**config.mk**
```make
export PLATFORM = sky130hd
export DESIGN_NAME = qspi_sram_responder
export DESIGN_NICKNAME = d
export VERILOG_FILES = /design/src/rtl/qspi_sram_responder.sv
export SDC_FILE = /design/constraint.sdc
export NUM_CORES = 1
export LEC_CHECK = 0
export ABC_CLOCK_PERIOD_IN_PS = 2350
export BUFFER_PORTS_ARGS = -buffer_cell sky130_fd_sc_hd__buf_2
export CAP_MARGIN = 5
export CORE_MARGIN = 8
export CORE_UTILIZATION = 35
export CTS_BUF_LIST = sky130_fd_sc_hd__clkbuf_4 sky130_fd_sc_hd__clkbuf_8 sky130_fd_sc_hd__clkbuf_16
export CTS_CLUSTER_DIAMETER = 40
export DETAILED_ROUTE_END_ITERATION = 7
export SLEW_MARGIN = 20
export SYNTH_ARGS = -nofsm -noshare
export SYNTH_HDL_FRONTEND = slang
export SYNTH_SLANG_ARGS = --single-unit
```
**constraint.sdc**
```tcl
create_clock -name clk -period 2.35 [get_ports clk]
set_input_delay 0.235 -clock clk [delete_from_list [all_inputs] [get_ports clk]]
set_output_delay 0.235 -clock clk [all_outputs]
set_load 0.01 [all_outputs]
```
**src/rtl/qspi_sram_responder.sv**
```systemverilog
// 23LC512-compatible SPI/SQI serial-SRAM responder: oversamples the QSPI pins on clk, decodes
// READ/WRITE/RDMR/WRMR/EQIO/RSTIO and serves a 64KB synchronous byte RAM.
module qspi_sram_responder #(
  parameter int          SYNC_STAGES = 2,
  parameter logic [7:0]  MR_RESET    = 8'h40
) (
  input  logic        clk,
  input  logic        rst_n,
  input  logic        qspi_cs_n_i,
  input  logic        qspi_sck_i,
  input  logic [3:0]  qspi_sio_i,
  output logic [3:0]  qspi_sio_o,
  output logic [3:0]  qspi_sio_oe,
  output logic [15:0] mem_addr,
  output logic        mem_re,
  input  logic [7:0]  mem_rdata,
  output logic        mem_we,
  output logic [7:0]  mem_wdata,
  output logic        sqi_mode
);

  typedef enum logic [3:0] {
    ST_IDLE   = 4'd0,
    ST_CMD    = 4'd1,
    ST_ADDR   = 4'd2,
    ST_DUMMY  = 4'd3,
    ST_RDATA  = 4'd4,
    ST_WDATA  = 4'd5,
    ST_RDMR   = 4'd6,
    ST_WRMR   = 4'd7,
    ST_IGNORE = 4'd8
  } state_e;

  localparam logic [7:0] CMD_READ  = 8'h03;
  localparam logic [7:0] CMD_WRITE = 8'h02;
  localparam logic [7:0] CMD_RDMR  = 8'h05;
  localparam logic [7:0] CMD_WRMR  = 8'h01;
  localparam logic [7:0] CMD_EQIO  = 8'h38;
  localparam logic [7:0] CMD_RSTIO = 8'hFF;

  logic [SYNC_STAGES-1:0]      cs_sync_q;
  logic [SYNC_STAGES-1:0]      sck_sync_q;
  logic [SYNC_STAGES-1:0][3:0] sio_sync_q;
  logic                        sck_prev_q;

  logic       cs_s, sck_s, sck_rise_s, sck_fall_s;
  logic [3:0] sio_s;
  logic       last_bit_s, last_out_s;
  logic [7:0] byte_in_s;

  state_e      state_q, state_d;
  logic [2:0]  bit_cnt_q, bit_cnt_d;
  logic [2:0]  out_cnt_q, out_cnt_d;
  logic [7:0]  shift_in_q, shift_in_d;
  logic [7:0]  shift_out_q, shift_out_d;
  logic [7:0]  prefetch_q, prefetch_d;
  logic [7:0]  addr_hi_q, addr_hi_d;
  logic        addr_byte_q, addr_byte_d;
  logic        cmd_read_q, cmd_read_d;
  logic [15:0] mem_addr_q, mem_addr_d;
  logic        mem_re_q, mem_re_d;
  logic        mem_we_q, mem_we_d;
  logic [7:0]  mem_wdata_q, mem_wdata_d;
  logic        rvalid_q, rvalid_d;
  logic        rfirst_q, rfirst_d;
  logic        sqi_q, sqi_d;
  logic [7:0]  mr_q, mr_d;
  logic [3:0]  sio_o_q, sio_o_d;
  logic [3:0]  sio_oe_q, sio_oe_d;

  // Input synchronizers; SCK gets one extra stage for edge detection.
  always_ff @(posedge clk or negedge rst_n) begin
    if (!rst_n) begin
      cs_sync_q  <= '1;
      sck_sync_q <= '0;
      sio_sync_q <= '0;
      sck_prev_q <= 1'b0;
    end else begin
      cs_sync_q  <= {cs_sync_q[SYNC_STAGES-2:0], qspi_cs_n_i};
      sck_sync_q <= {sck_sync_q[SYNC_STAGES-2:0], qspi_sck_i};
      sio_sync_q <= {sio_sync_q[SYNC_STAGES-2:0], qspi_sio_i};
      sck_prev_q <= sck_sync_q[SYNC_STAGES-1];
    end
  end

  assign cs_s       = cs_sync_q[SYNC_STAGES-1];
  assign sck_s      = sck_sync_q[SYNC_STAGES-1];
  assign sio_s      = sio_sync_q[SYNC_STAGES-1];
  assign sck_rise_s = sck_s & ~sck_prev_q;
  assign sck_fall_s = ~sck_s & sck_prev_q;
  assign last_bit_s = sqi_q ? (bit_cnt_q == 3'd1) : (bit_cnt_q == 3'd7);
  assign last_out_s = sqi_q ? (out_cnt_q == 3'd1) : (out_cnt_q == 3'd7);
  assign byte_in_s  = sqi_q ? {shift_in_q[3:0], sio_s} : {shift_in_q[6:0], sio_s[0]};

  // Next-state, datapath and memory-strobe logic.
  always_comb begin
    state_d     = state_q;
    bit_cnt_d   = bit_cnt_q;
    out_cnt_d   = out_cnt_q;
    shift_in_d  = shift_in_q;
    shift_out_d = shift_out_q;
    prefetch_d  = prefetch_q;
    addr_hi_d   = addr_hi_q;
    addr_byte_d = addr_byte_q;
    cmd_read_d  = cmd_read_q;
    mem_re_d    = 1'b0;
    mem_we_d    = 1'b0;
    mem_wdata_d = mem_wdata_q;
    rvalid_d    = mem_re_q;
    rfirst_d    = rfirst_q;
    sqi_d       = sqi_q;
    mr_d        = mr_q;
    sio_o_d     = sio_o_q;
    // A write strobe always advances the address on the following clk.
    if (mem_we_q) begin
      mem_addr_d = mem_addr_q + 16'd1;
    end else begin
      mem_addr_d = mem_addr_q;
    end

    if (cs_s) begin
      state_d   = ST_IDLE;
      bit_cnt_d = 3'd0;
      out_cnt_d = 3'd0;
      rfirst_d  = 1'b0;
      sio_o_d   = 4'b0000;
    end else begin
      // Read return: first byte goes straight to the shifter and triggers the prefetch.
      if (rvalid_q && (state_q == ST_RDATA)) begin
        if (rfirst_q) begin
          shift_out_d = mem_rdata;
          mem_addr_d  = mem_addr_q + 16'd1;
          mem_re_d    = 1'b1;
          rfirst_d    = 1'b0;
        end else begin
          prefetch_d = mem_rdata;
        end
      end else begin
        prefetch_d = prefetch_q;
      end

      case (state_q)
        ST_IDLE: begin
          state_d   = ST_CMD;
          bit_cnt_d = 3'd0;
          out_cnt_d = 3'd0;
        end
        ST_CMD, ST_ADDR, ST_DUMMY, ST_WDATA, ST_WRMR: begin
          if (sck_rise_s) begin
            shift_in_d = byte_in_s;
            if (last_bit_s) begin
              bit_cnt_d = 3'd0;
              case (state_q)
                ST_CMD: begin
                  case (byte_in_s)
                    CMD_READ: begin
                      cmd_read_d  = 1'b1;
                      addr_byte_d = 1'b0;
                      state_d     = ST_ADDR;
                    end
                    CMD_WRITE: begin
                      cmd_read_d  = 1'b0;
                      addr_byte_d = 1'b0;
                      state_d     = ST_ADDR;
                    end
                    CMD_RDMR: begin
                      shift_out_d = mr_q;
                      out_cnt_d   = 3'd0;
                      state_d     = ST_RDMR;
                    end
                    CMD_WRMR: state_d = ST_WRMR;
                    CMD_EQIO: begin
                      sqi_d   = 1'b1;
                      state_d = ST_IGNORE;
                    end
                    CMD_RSTIO: begin
                      sqi_d   = 1'b0;
                      state_d = ST_IGNORE;
                    end
                    default: state_d = ST_IGNORE;
                  endcase
                end
                ST_ADDR: begin
                  if (!addr_byte_q) begin
                    addr_hi_d   = byte_in_s;
                    addr_byte_d = 1'b1;
                  end else begin
                    mem_addr_d = {addr_hi_q, byte_in_s};
                    if (!cmd_read_q) begin
                      state_d = ST_WDATA;
                    end else if (sqi_q) begin
                      state_d = ST_DUMMY;
                    end else begin
                      mem_re_d  = 1'b1;
                      rfirst_d  = 1'b1;
                      out_cnt_d = 3'd0;
                      state_d   = ST_RDATA;
                    end
                  end
                end
                ST_DUMMY: begin
                  mem_re_d  = 1'b1;
                  rfirst_d  = 1'b1;
                  out_cnt_d = 3'd0;
                  state_d   = ST_RDATA;
                end
                ST_WDATA: begin
                  mem_wdata_d = byte_in_s;
                  mem_we_d    = 1'b1;
                end
                ST_WRMR: begin
                  mr_d    = {byte_in_s[7:6], MR_RESET[5:0]};
                  state_d = ST_IGNORE;
                end
                default: state_d = ST_IGNORE;
              endcase
            end else begin
              bit_cnt_d = bit_cnt_q + 3'd1;
            end
          end else begin
            bit_cnt_d = bit_cnt_q;
          end
        end
        ST_RDATA, ST_RDMR: begin
          if (sck_fall_s) begin
            sio_o_d = sqi_q ? shift_out_q[7:4] : {2'b00, shift_out_q[7], 1'b0};
            if (last_out_s) begin
              out_cnt_d = 3'd0;
              if (state_q == ST_RDATA) begin
                shift_out_d = prefetch_q;
                mem_addr_d  = mem_addr_q + 16'd1;
                mem_re_d    = 1'b1;
              end else begin
                shift_out_d = mr_q;
              end
            end else begin
              out_cnt_d   = out_cnt_q + 3'd1;
              shift_out_d = sqi_q ? {shift_out_q[3:0], 4'b0000} : {shift_out_q[6:0], 1'b0};
            end
          end else begin
            out_cnt_d = out_cnt_q;
          end
        end
        default: state_d = state_q;
      endcase
    end

    if ((state_d == ST_RDATA) || (state_d == ST_RDMR)) begin
      sio_oe_d = sqi_d ? 4'b1111 : 4'b0010;
    end else begin
      sio_oe_d = 4'b0000;
    end
  end

  // State and datapath registers.
  always_ff @(posedge clk or negedge rst_n) begin
    if (!rst_n) begin
      state_q     <= ST_IDLE;
      bit_cnt_q   <= 3'd0;
      out_cnt_q   <= 3'd0;
      shift_in_q  <= 8'h00;
      shift_out_q <= 8'h00;
      prefetch_q  <= 8'h00;
      addr_hi_q   <= 8'h00;
      addr_byte_q <= 1'b0;
      cmd_read_q  <= 1'b0;
      mem_addr_q  <= 16'h0000;
      mem_re_q    <= 1'b0;
      mem_we_q    <= 1'b0;
      mem_wdata_q <= 8'h00;
      rvalid_q    <= 1'b0;
      rfirst_q    <= 1'b0;
      sqi_q       <= 1'b0;
      mr_q        <= MR_RESET;
      sio_o_q     <= 4'b0000;
      sio_oe_q    <= 4'b0000;
    end else begin
      state_q     <= state_d;
      bit_cnt_q   <= bit_cnt_d;
      out_cnt_q   <= out_cnt_d;
      shift_in_q  <= shift_in_d;
      shift_out_q <= shift_out_d;
      prefetch_q  <= prefetch_d;
      addr_hi_q   <= addr_hi_d;
      addr_byte_q <= addr_byte_d;
      cmd_read_q  <= cmd_read_d;
      mem_addr_q  <= mem_addr_d;
      mem_re_q    <= mem_re_d;
      mem_we_q    <= mem_we_d;
      mem_wdata_q <= mem_wdata_d;
      rvalid_q    <= rvalid_d;
      rfirst_q    <= rfirst_d;
      sqi_q       <= sqi_d;
      mr_q        <= mr_d;
      sio_o_q     <= sio_o_d;
      sio_oe_q    <= sio_oe_d;
    end
  end

  assign qspi_sio_o  = sio_o_q;
  assign qspi_sio_oe = sio_oe_q;
  assign mem_addr    = mem_addr_q;
  assign mem_re      = mem_re_q;
  assign mem_we      = mem_we_q;
  assign mem_wdata   = mem_wdata_q;
  assign sqi_mode    = sqi_q;

endmodule

```
== Word-level counts from Yosys, hierarchy flattened ==
Cells that the tools add are included.
W data, S select, Z words.
Cells by class
  add/subtract/negate cells: 3
  multipliers: 0
  divide/modulo/power cells: 0
  $lt $le $gt $ge: 0
  equality and inequality tests: 28
  shift-type cells: 0
  mux-type cells: 92
  bitwise logic cells: 7
  reductions and logical operators: 22
Operators by type and width (count)
  $mux W16: 11
  $mux W8: 11
  $mux W3: 14
  $mux W4: 10
  $mux W1: 32
  $pmux W16 S2: 1
  $eq A4 B3 Y1 const B: 6
  $pmux W3 S3: 2
  $reduce_and A6 Y1: 3
  $add A16 B1 Y16 const B: 1
  $eq A8 B2 Y1 const B: 2
  $pmux W4 S4: 1
  $pmux W8 S2: 1
  $ne A4 B4 Y1 const B: 3
  $pmux W1 S2: 6
  $pmux W4 S3: 1
  $reduce_and A5 Y1: 2
  $ne A3 B3 Y1 const B: 3
  $reduce_and A9 Y1: 1
  $eq A4 B2 Y1 const B: 2
  $eq A8 B1 Y1 const B: 1
  $eq A8 B3 Y1 const B: 1
  $eq A8 B6 Y1 const B: 1
  $eq A8 B8 Y1 const B: 1
  other kinds (21): 35
Storage, ports and cells
  register bits after elaboration: 95
  bits in latches: 0
  RAM bits: 0
  ROM bits: 0
  output and inout bits: 35
  word-level logic and storage cells: 176
  memories kept: 0

== Longest topological paths before layout ==
Gate-level depths: netlist of run 1.
  depth after elaboration: 12
  gate-level depth with buffers: 9
  mapped depth without buffers: 7

== Least setup slack after synthesis of run 1 ==
No wires, ideal clock.
  kind: reg-to-reg
  start: register sqi_q (netlist: sqi_mode)
  end: register shift_out_q[4]
  library setup time: 0.126 ns
  arrival: 2.139 ns
  required time: 2.224 ns
  setup slack: 0.085 ns
  stages on the path, launching flop included: 8
  period minus slack after synthesis: 2.265 ns
  cell sequence: dfrtp_1 -> buf_4 -> nor4_1 -> o21bai_1 -> or4_4 -> a21oi_2 -> o21ai_2 -> a221o_1
On the way
  longest elaborated chain between the ends: 7
  elaborated cells between the ends (all ways): 12
RTL lines
  from (decl): RTL line 66  | logic sqi_q, sqi_d;
  from (signal assigned): RTL line 293  | sqi_q <= sqi_d;
  $mux W8: RTL line 93  | assign byte_in_s = sqi_q ? {shift_in_q[3:0], sio_s} : {shift_in_q[6:0], sio_s[0]};
  $eq A8 B3 Y1: RTL line 155  | case (byte_in_s)
  $mux W8: RTL line 155
  $mux W8: RTL line 153  | case (state_q)
  $mux W8: RTL line 151  | if (last_bit_s) begin
  $mux W8: RTL line 149  | if (sck_rise_s) begin
  $pmux W8 S2 (*): RTL line 142  | case (state_q)
  to (signal assigned): RTL line 282  | shift_out_q <= shift_out_d;
  to (decl): RTL line 55  | logic [7:0] shift_out_q, shift_out_d;
Mark *: on every way between the ends. The rest lies on a longest branch, timed or not.
A chain may end at the register's enable or synchronous reset.

== Worst setup path in the final report of run 1 ==
  start: register sqi_q (netlist: sqi_mode)
  end: register cmd_read_q
On the way
  longest elaborated chain between the ends: 4
  elaborated cells between the ends (all ways): 7
RTL lines
  $mux W8: RTL line 93
  $eq A8 B2 Y1: RTL line 155
  $reduce_bool A2 Y1 (no source line)
  $reduce_and A6 Y1 (no source line)
  to (signal assigned): RTL line 286  | cmd_read_q <= cmd_read_d;
  to (decl): RTL line 59  | logic cmd_read_q, cmd_read_d;
Several ways; a longest one is shown, not always the timed one.

==> implementation parameters, run 1 <==
Parameter                              Value

Outcome
  Outcome    complete, no violations

Timing
  Final max-slew violation count    0
  Worst Clk Skew    0.00788 ns
  Min Hold Slack    0.122 ns
  Setup violation total in the final timing report    0
  Final Cycle Share    98.4%
  Sum of negative setup slack    0 ns
  Slew at the pin closest to its max-slew limit    0.730 ns
  Final hold violations    0
  Worst slew margin relative to its limit    51.3%
  Maximum clock frequency    0.432 GHz
  Final WS setup    0.0365 ns
  Final critical path time including I/O delays and setup    2.31 ns

Routing
  Number of nets with antenna violations after routing    0
  WL/cell    19.8 um
  Detailed-route vias per instance    5.75
  Iteration-0 DRC count of the detailed router    420
  DR pass1 iterations    5
  Drt total wl    17800 um
  Via total after detailed routing    5150
  Count of unresolved DRC violations after routing    0

Global route
  Overall fraction of global-route tracks in use    18.1%
  Via count of the first global-routing pass    5214
  Initial antenna violation count    0
  Wire length of the first global-routing pass    28300 um
  Pin count of the biggest net entering global routing    51
  Remaining global-route overflow    0

Floorplan
  Die boundary height    141 um
  Floorplan die width    141 um
  Core Box Area    0.0152 mm2
  Die outline area    0.0198 mm2
  Initial core utilization    35.9%
  IO Pins    51
  Site Rows    45

Clock tree
  Number of buffers between clock root and the deepest sink    2
  Clock tree from TritonCTS    yes
  CTS root buf    clkbuf_16
  CTS H-Tree Depth    3
  Clk Latency, worst-skew pair    0.36 ns
  Clk slew on worst S/H paths    0.07 ns
  CTS Sinks    93
  Num CTS Buffers    9

Placed design
  Final weighted congestion in routability-driven placement    0.944
  Cells after DPL    870
  DP Wirelength    13500 um
  Number of port buffers    50
  Placement-stage worst setup slack    -0.0684 ns

Logic synthesis
  Avg Cell Area, Syn    9.35 um2
  Primary flip-flop cell chosen by synthesis mapping    dfrtp_1
  Dominant cell type by area after synthesis    dfrtp_1
  Async SR Flop Fraction    100%
  Flop and latch count out of synthesis    93
  Count leader, synth    dfrtp_1
  Synth top area share    41.3%
  Synth cell types    77
  Post-Synthesis Cells    583
  Number of synthesized flops with an enable pin    0
  Yosys synthesis warning count    0
  Most common library cells after synthesis    90 x dfrtp_1, 53 x nand2_1, 47 x nor2_1, 44 x a21oi_1, 35 x o21ai_0
  Post-synthesis cell area    0.00545 mm2
  Syn nets    602
  Area contributors post-synth    dfrtp_1 41%, a21oi_1 4.0%, nand2_1 3.6%, mux2_2 3.3%, nor2_1 3.2%
  Proportion of synthesized chip area in sequential cells    42.8%

Power and ir drop
  Total power of the final layout    3.82 mW
  Power density normalized to cell area    553 mW/mm2
  Leakage dissipation    2.99 nW
  Peak ir drop on the vdd network    0.558 mV

Hold path
  Endpoint of the worst hold-timing path    shift_out_q[5]$_DFFE_PN0N_
  Worst hold path depth    2
  Worst hold start    mem_rdata[5]
  Worst hold path class    input pin to flip-flop

Job
  Max capacitance violation total    0

Worst setup path
  Capture instance of the worst register-to-register path    cmd_read_q$_DFFE_PN0P_
  Register-to-Register Path Depth    7
  CP startpoint kind    flip-flop
  Crit path required time    2.59 ns
  Kind of critical path    flip-flop to flip-flop
  Crit-path max FO    7
  Arrival time of data at the critical path endpoint    2.56 ns
  Worst reg-to-reg setup slack    0.04 ns
  Launch point of the worst reg-to-reg path    sqi_mode$_DFF_PN0_
  Worst setup EP type    flip-flop

Final layout
  Area Overhead vs Synth    26.6%
  Total inserted antenna cells    0
  Layout cell share with drive strength beyond 1    29.1%
  Final Non-Filler Cells    896
  Number of nets in the final layout    722
==> power by group <==
| part | switching [mW] | leakage (nW) | total (mW) | internal [mW] |
|---|---|---|---|---|
| Combinational | 0.300 | 1.62 | 0.525 | 0.225 |
| Clock | 0.705 | 0.149 | 1.56 | 0.853 |
| Sequential | 0.0755 | 1.22 | 1.73 | 1.66 |
==> sequential cells by signal (all words and copies together), names as in the netlist, 2 cells and up <==
| name | cells |
|---|---|
| mem_wdata | 8 |
| cs_sync_q | 2 |
| sio_s | 4 |
| out_cnt_q | 3 |
| state_q | 4 |
| prefetch_q | 8 |
| shift_in_q | 7 |
| mem_addr | 16 |
| bit_cnt_q | 3 |
| shift_out_q | 8 |
| mr_q | 2 |
| sio_sync_q | 4 |
| sck_sync_q | 2 |
| qspi_sio_oe | 2 |
| qspi_sio_o | 4 |
| addr_hi_q | 8 |
==> how the worst max path moves through the flow <==
stage                         startpoint  slack [ns]                          to  depth (start not counted)
floorplan             sqi_mode$_DFF_PN0_        0.09  shift_out_q[4]$_DFFE_PN0N_                          7
global placement      sqi_mode$_DFF_PN0_       -0.02  shift_out_q[4]$_DFFE_PN0N_                          6
detailed placement    sqi_mode$_DFF_PN0_       -0.07  shift_out_q[0]$_DFFE_PN0N_                          6
CTS                   sqi_mode$_DFF_PN0_        0.03  shift_out_q[2]$_DFFE_PN0N_                          6
global route        state_q[1]$_DFF_PN0_      -0.002  shift_out_q[4]$_DFFE_PN0N_                          6
finish                sqi_mode$_DFF_PN0_        0.04      cmd_read_q$_DFFE_PN0P_                          7
==> area by class of cell <==
type,instances,area (um2)
Sequential cell,93,2330
Clock inverter,7,92.6
Clock buffer,9,225
Timing Repair Buffer,150,1030
Tap cell,188,235
Inverter,8,30.0
Fill cell,1487,8300
Multi-Input combinational cell,441,2950
==> layer usage <==
metal,wire (um),GRT usage (%)
met4,410,5.37
met2,8370,29.4
met1,7990,23.3
met5,0,0
met3,1020,4.52
==> what timing repair did <==
| item | 4_1_cts | 5_1_grt |
|---|---|---|
| pin swaps | 0 | 6 |
| setup buffers | 0 | 3 |
| gates resized for setup | 1 | 13 |
| hold buffers | 7 | 0 |
| setup endpoints to repair | 9 | 13 |
| endpoints found under the hold margin | 48 | 0 |
==> worst max-delay path: stages, from the launching register on <==
cell	delay (ns)
dfrtp_2	0.40
clkbuf_4	0.18
buf_4	0.16
or4b_2	0.69
o31ai_2	0.12
nor2b_2	0.25
nand3_1	0.10
mux2_2	0.29
==> cells by family after synthesis <==
| logic type | Yosys count | share of synthesized area, % |
|---|---|---|
| DFF | 93 | 42.8 |
| AOI/OAI and AO/OA | 165 | 20.3 |
| muxes | 31 | 6.06 |
| adders and majority gates | 3 | 0.689 |
| buffers and inverters | 49 | 4.09 |
| and+or+nand+nor | 212 | 21.3 |
| xor gates and xnor gates | 30 | 4.82 |
==> metrics by stage <==
stage | util, % | instance area (um2)
6_report | 45.4 | 6900
4_1_cts | 44.9 | 6820
2_1_floorplan | - | 5450
3_5_place_dp | 42.3 | 6430
3_3_place_gp | 42.3 | 6430
5_1_grt | 45.4 | 6900
==> cells in the final DEF (no fill, tap or decap), types with 7 or more instances in the layout <==
master,count
o21ai_0,34
dlygate4sd3_1,7
nand2_1,53
nor3_1,10
buf_2,49
xnor2_1,12
buf_4,92
and3_1,7
inv_1,7
nand4_1,12
a21oi_1,43
a211oi_1,10
nor2_1,47
dfrtp_1,88
xor2_1,18
nand3_1,25
mux2i_1,15
mux2_2,16
clkbuf_16,9
(Power assumes the default switching activity.)
==> run 2: changes to the inputs <==
--- a/config.mk
+++ b/config.mk
@@ -8,11 +8,14 @@
 export ABC_CLOCK_PERIOD_IN_PS = 2350
 export BUFFER_PORTS_ARGS = -buffer_cell sky130_fd_sc_hd__buf_2
 export CAP_MARGIN = 5
+export CELL_PAD_IN_SITES_DETAIL_PLACEMENT = 0
+export CELL_PAD_IN_SITES_GLOBAL_PLACEMENT = 2
 export CORE_MARGIN = 8
-export CORE_UTILIZATION = 35
+export CORE_UTILIZATION = 34
 export CTS_BUF_LIST = sky130_fd_sc_hd__clkbuf_4 sky130_fd_sc_hd__clkbuf_8 sky130_fd_sc_hd__clkbuf_16
 export CTS_CLUSTER_DIAMETER = 40
 export DETAILED_ROUTE_END_ITERATION = 7
+export PLACE_DENSITY = 0.87
 export SLEW_MARGIN = 20
 export SYNTH_ARGS = -nofsm -noshare
 export SYNTH_HDL_FRONTEND = slang
==> run 2 against run 1 <==
- cell count increased by 2.6%
- highest routed layer unchanged
- sequential cell count unchanged
- combinational power decreased by 1%
- non-clock buffer count decreased by 5
- die area increased by 2.6%
- global-route usage increased by 0.14 points
==> implementation parameters, run 2 (synthesized netlist as in run 1, its figures left out) <==
Parameter                              Value

Outcome
  Outcome    complete, no violations

Clock tree
  Number of buffers between clock root and the deepest sink    2
  CTS Sinks    93
  CTS H-Tree Depth    3
  CTS root buf    clkbuf_16
  Clock tree from TritonCTS    yes
  Clk slew on worst S/H paths    0.07 ns
  Clk Latency, worst-skew pair    0.36 ns
  Num CTS Buffers    9

Routing
  DR pass1 iterations    5
  Drt total wl    17700 um
  Via total after detailed routing    5087
  Iteration-0 DRC count of the detailed router    354
  Number of nets with antenna violations after routing    0
  Detailed-route vias per instance    5.54
  Count of unresolved DRC violations after routing    0
  WL/cell    19.2 um

Worst setup path
  Register-to-Register Path Depth    7
  Arrival time of data at the critical path endpoint    2.55 ns
  Worst reg-to-reg setup slack    0.04 ns
  Cell class contributing the biggest share of worst-path delay    simple AND/OR/NAND/NOR gates
  Cell type of the slowest stage on the worst timing path    or4_4
  Capture instance of the worst register-to-register path    shift_out_q[5]$_DFFE_PN0N_
  CP Depth    7
  Worst setup EP type    flip-flop
  Crit-path max FO    7
  Kind of critical path    flip-flop to flip-flop
  Startpoint of the most critical setup path    sqi_mode$_DFF_PN0_
  Number of buffers and inverters on the critical path    1
  Launch point of the worst reg-to-reg path    sqi_mode$_DFF_PN0_
  Crit-path max cell delay    0.59 ns
  CP startpoint kind    flip-flop
  Series of cell instances along the critical path    buf_4, and4bb_2, o21ai_2, or4_4, a21oi_4, o21ai_4, a221o_1
  Crit path required time    2.59 ns

Final layout
  Total inserted antenna cells    0
  Number of flip-flops in the largest register    16
  Layout cell share with drive strength beyond 1    28.6%
  Most frequent cells in the layout    86 x dfrtp_1, 86 x buf_4, 53 x nand2_1
  Number of nets in the final layout    717
  Area Overhead vs Synth    27.3%

Hold path
  Worst hold path depth    2
  Worst hold path class    input pin to flip-flop
  Worst hold start    mem_rdata[5]
  Endpoint of the worst hold-timing path    shift_out_q[5]$_DFFE_PN0N_

Timing
  Worst slew margin relative to its limit    49.1%
  Slew at the pin closest to its max-slew limit    0.763 ns
  Final Cycle Share    98.2%
  Worst Clk Skew    0.0104 ns
  Min Hold Slack    0.124 ns
  Setup repair after global routing missed its margin    true
  Sum of negative setup slack    0 ns
  Maximum clock frequency    0.433 GHz
  Final hold violations    0
  Final critical path time including I/O delays and setup    2.31 ns
  Final max-slew violation count    0
  Setup violation total in the final timing report    0

Power and ir drop
  Peak ir drop on the vdd network    0.500 mV
  Leakage dissipation    2.96 nW
  Power density normalized to cell area    562 mW/mm2

Floorplan
  Floorplan die width    143 um
  Core Box Area    0.0158 mm2
  Initial core utilization    34.6%
  IO Pins    51
  Die outline area    0.0203 mm2
  Site Rows    46
  Die boundary height    143 um

Job
  Max capacitance violation total    0

Global route
  Pin count of the biggest net entering global routing    42
  Overall fraction of global-route tracks in use    18.2%
  Via count of the first global-routing pass    5176
  Initial antenna violation count    0
  Remaining global-route overflow    0
  Wire length of the first global-routing pass    29000 um

Placed design
  Number of port buffers    50
  Final weighted congestion in routability-driven placement    0.891
  DP Wirelength    13300 um
## run 2: repair_timing
action	4_1_cts	5_1_grt
setup buffers	0	3
pin swaps	0	9
gates resized for setup	3	17
endpoints found under the hold margin	45	0
hold buffers	7	0
endpoints found under the setup margin	7	13
## run 2: worst max-delay path by stage
stage                                             to  slack (ns)
after floorplan           shift_out_q[4]$_DFFE_PN0N_        0.09
after global placement        mem_addr[10]$_DFF_PN0_        0.01
after detailed placement      mem_addr[10]$_DFF_PN0_       0.008
after CTS                 shift_out_q[1]$_DFFE_PN0N_        0.02
after global routing      shift_out_q[1]$_DFFE_PN0N_       -0.02
final                     shift_out_q[5]$_DFFE_PN0N_        0.04
## run 2: per-layer routing
layer / part of all wire (%) / up-vias / track usage, %
met4: 2.3 / 0 / 6.49
met5: 0 / - / 0
met1: 46 / 2487 / 24.6
met3: 5.3 / 28 / 3.44
li1: - / 2397 / -
met2: 46 / 175 / 28.6
## run 2: worst reg2reg max path, cell delays in order, from the launching register on
cell	delay [ns]
dfrtp_2	0.45
buf_4	0.17
and4bb_2	0.27
o21ai_2	0.08
or4_4	0.59
a21oi_4	0.18
o21ai_4	0.10
a221o_1	0.36
## run 2: area by class of cell
class,instances,area (um2)
Clock buffer,9,225
Clock inverter,7,106
Fill cell,1587,8830
Inverter,8,30.0
Multi-Input combinational cell,441,2970
Sequential cell,93,2340
Tap cell,216,270
Timing Repair Buffer,145,1000
## run 2: where the power goes
part | total [mW] | internal [mW] | switching, mW
Sequential | 1.74 | 1.66 | 0.0785
Combinational | 0.518 | 0.217 | 0.300
Clock | 1.65 | 0.952 | 0.696
Total | 3.90 | 2.83 | 1.07
## run 2: stage by stage
| stage | area, um2 | utilization, % | instances | power (mW) | setup WS (ns) |
|---|---|---|---|---|---|
| final | 6940 | 44.0 | 919 | 3.90 | 0.0430 |
| after global routing | 6940 | 44.0 | 919 | 4.06 | -0.0186 |
| after CTS | 6850 | 43.5 | 916 | 3.93 | 0.0176 |
| after floorplan | 5450 | - | 583 | 1.98 | 0.0850 |
| after detailed placement | 6430 | 40.8 | 893 | 2.25 | 0.00756 |
| after global placement | 6430 | 40.8 | 893 | 2.24 | 0.0120 |
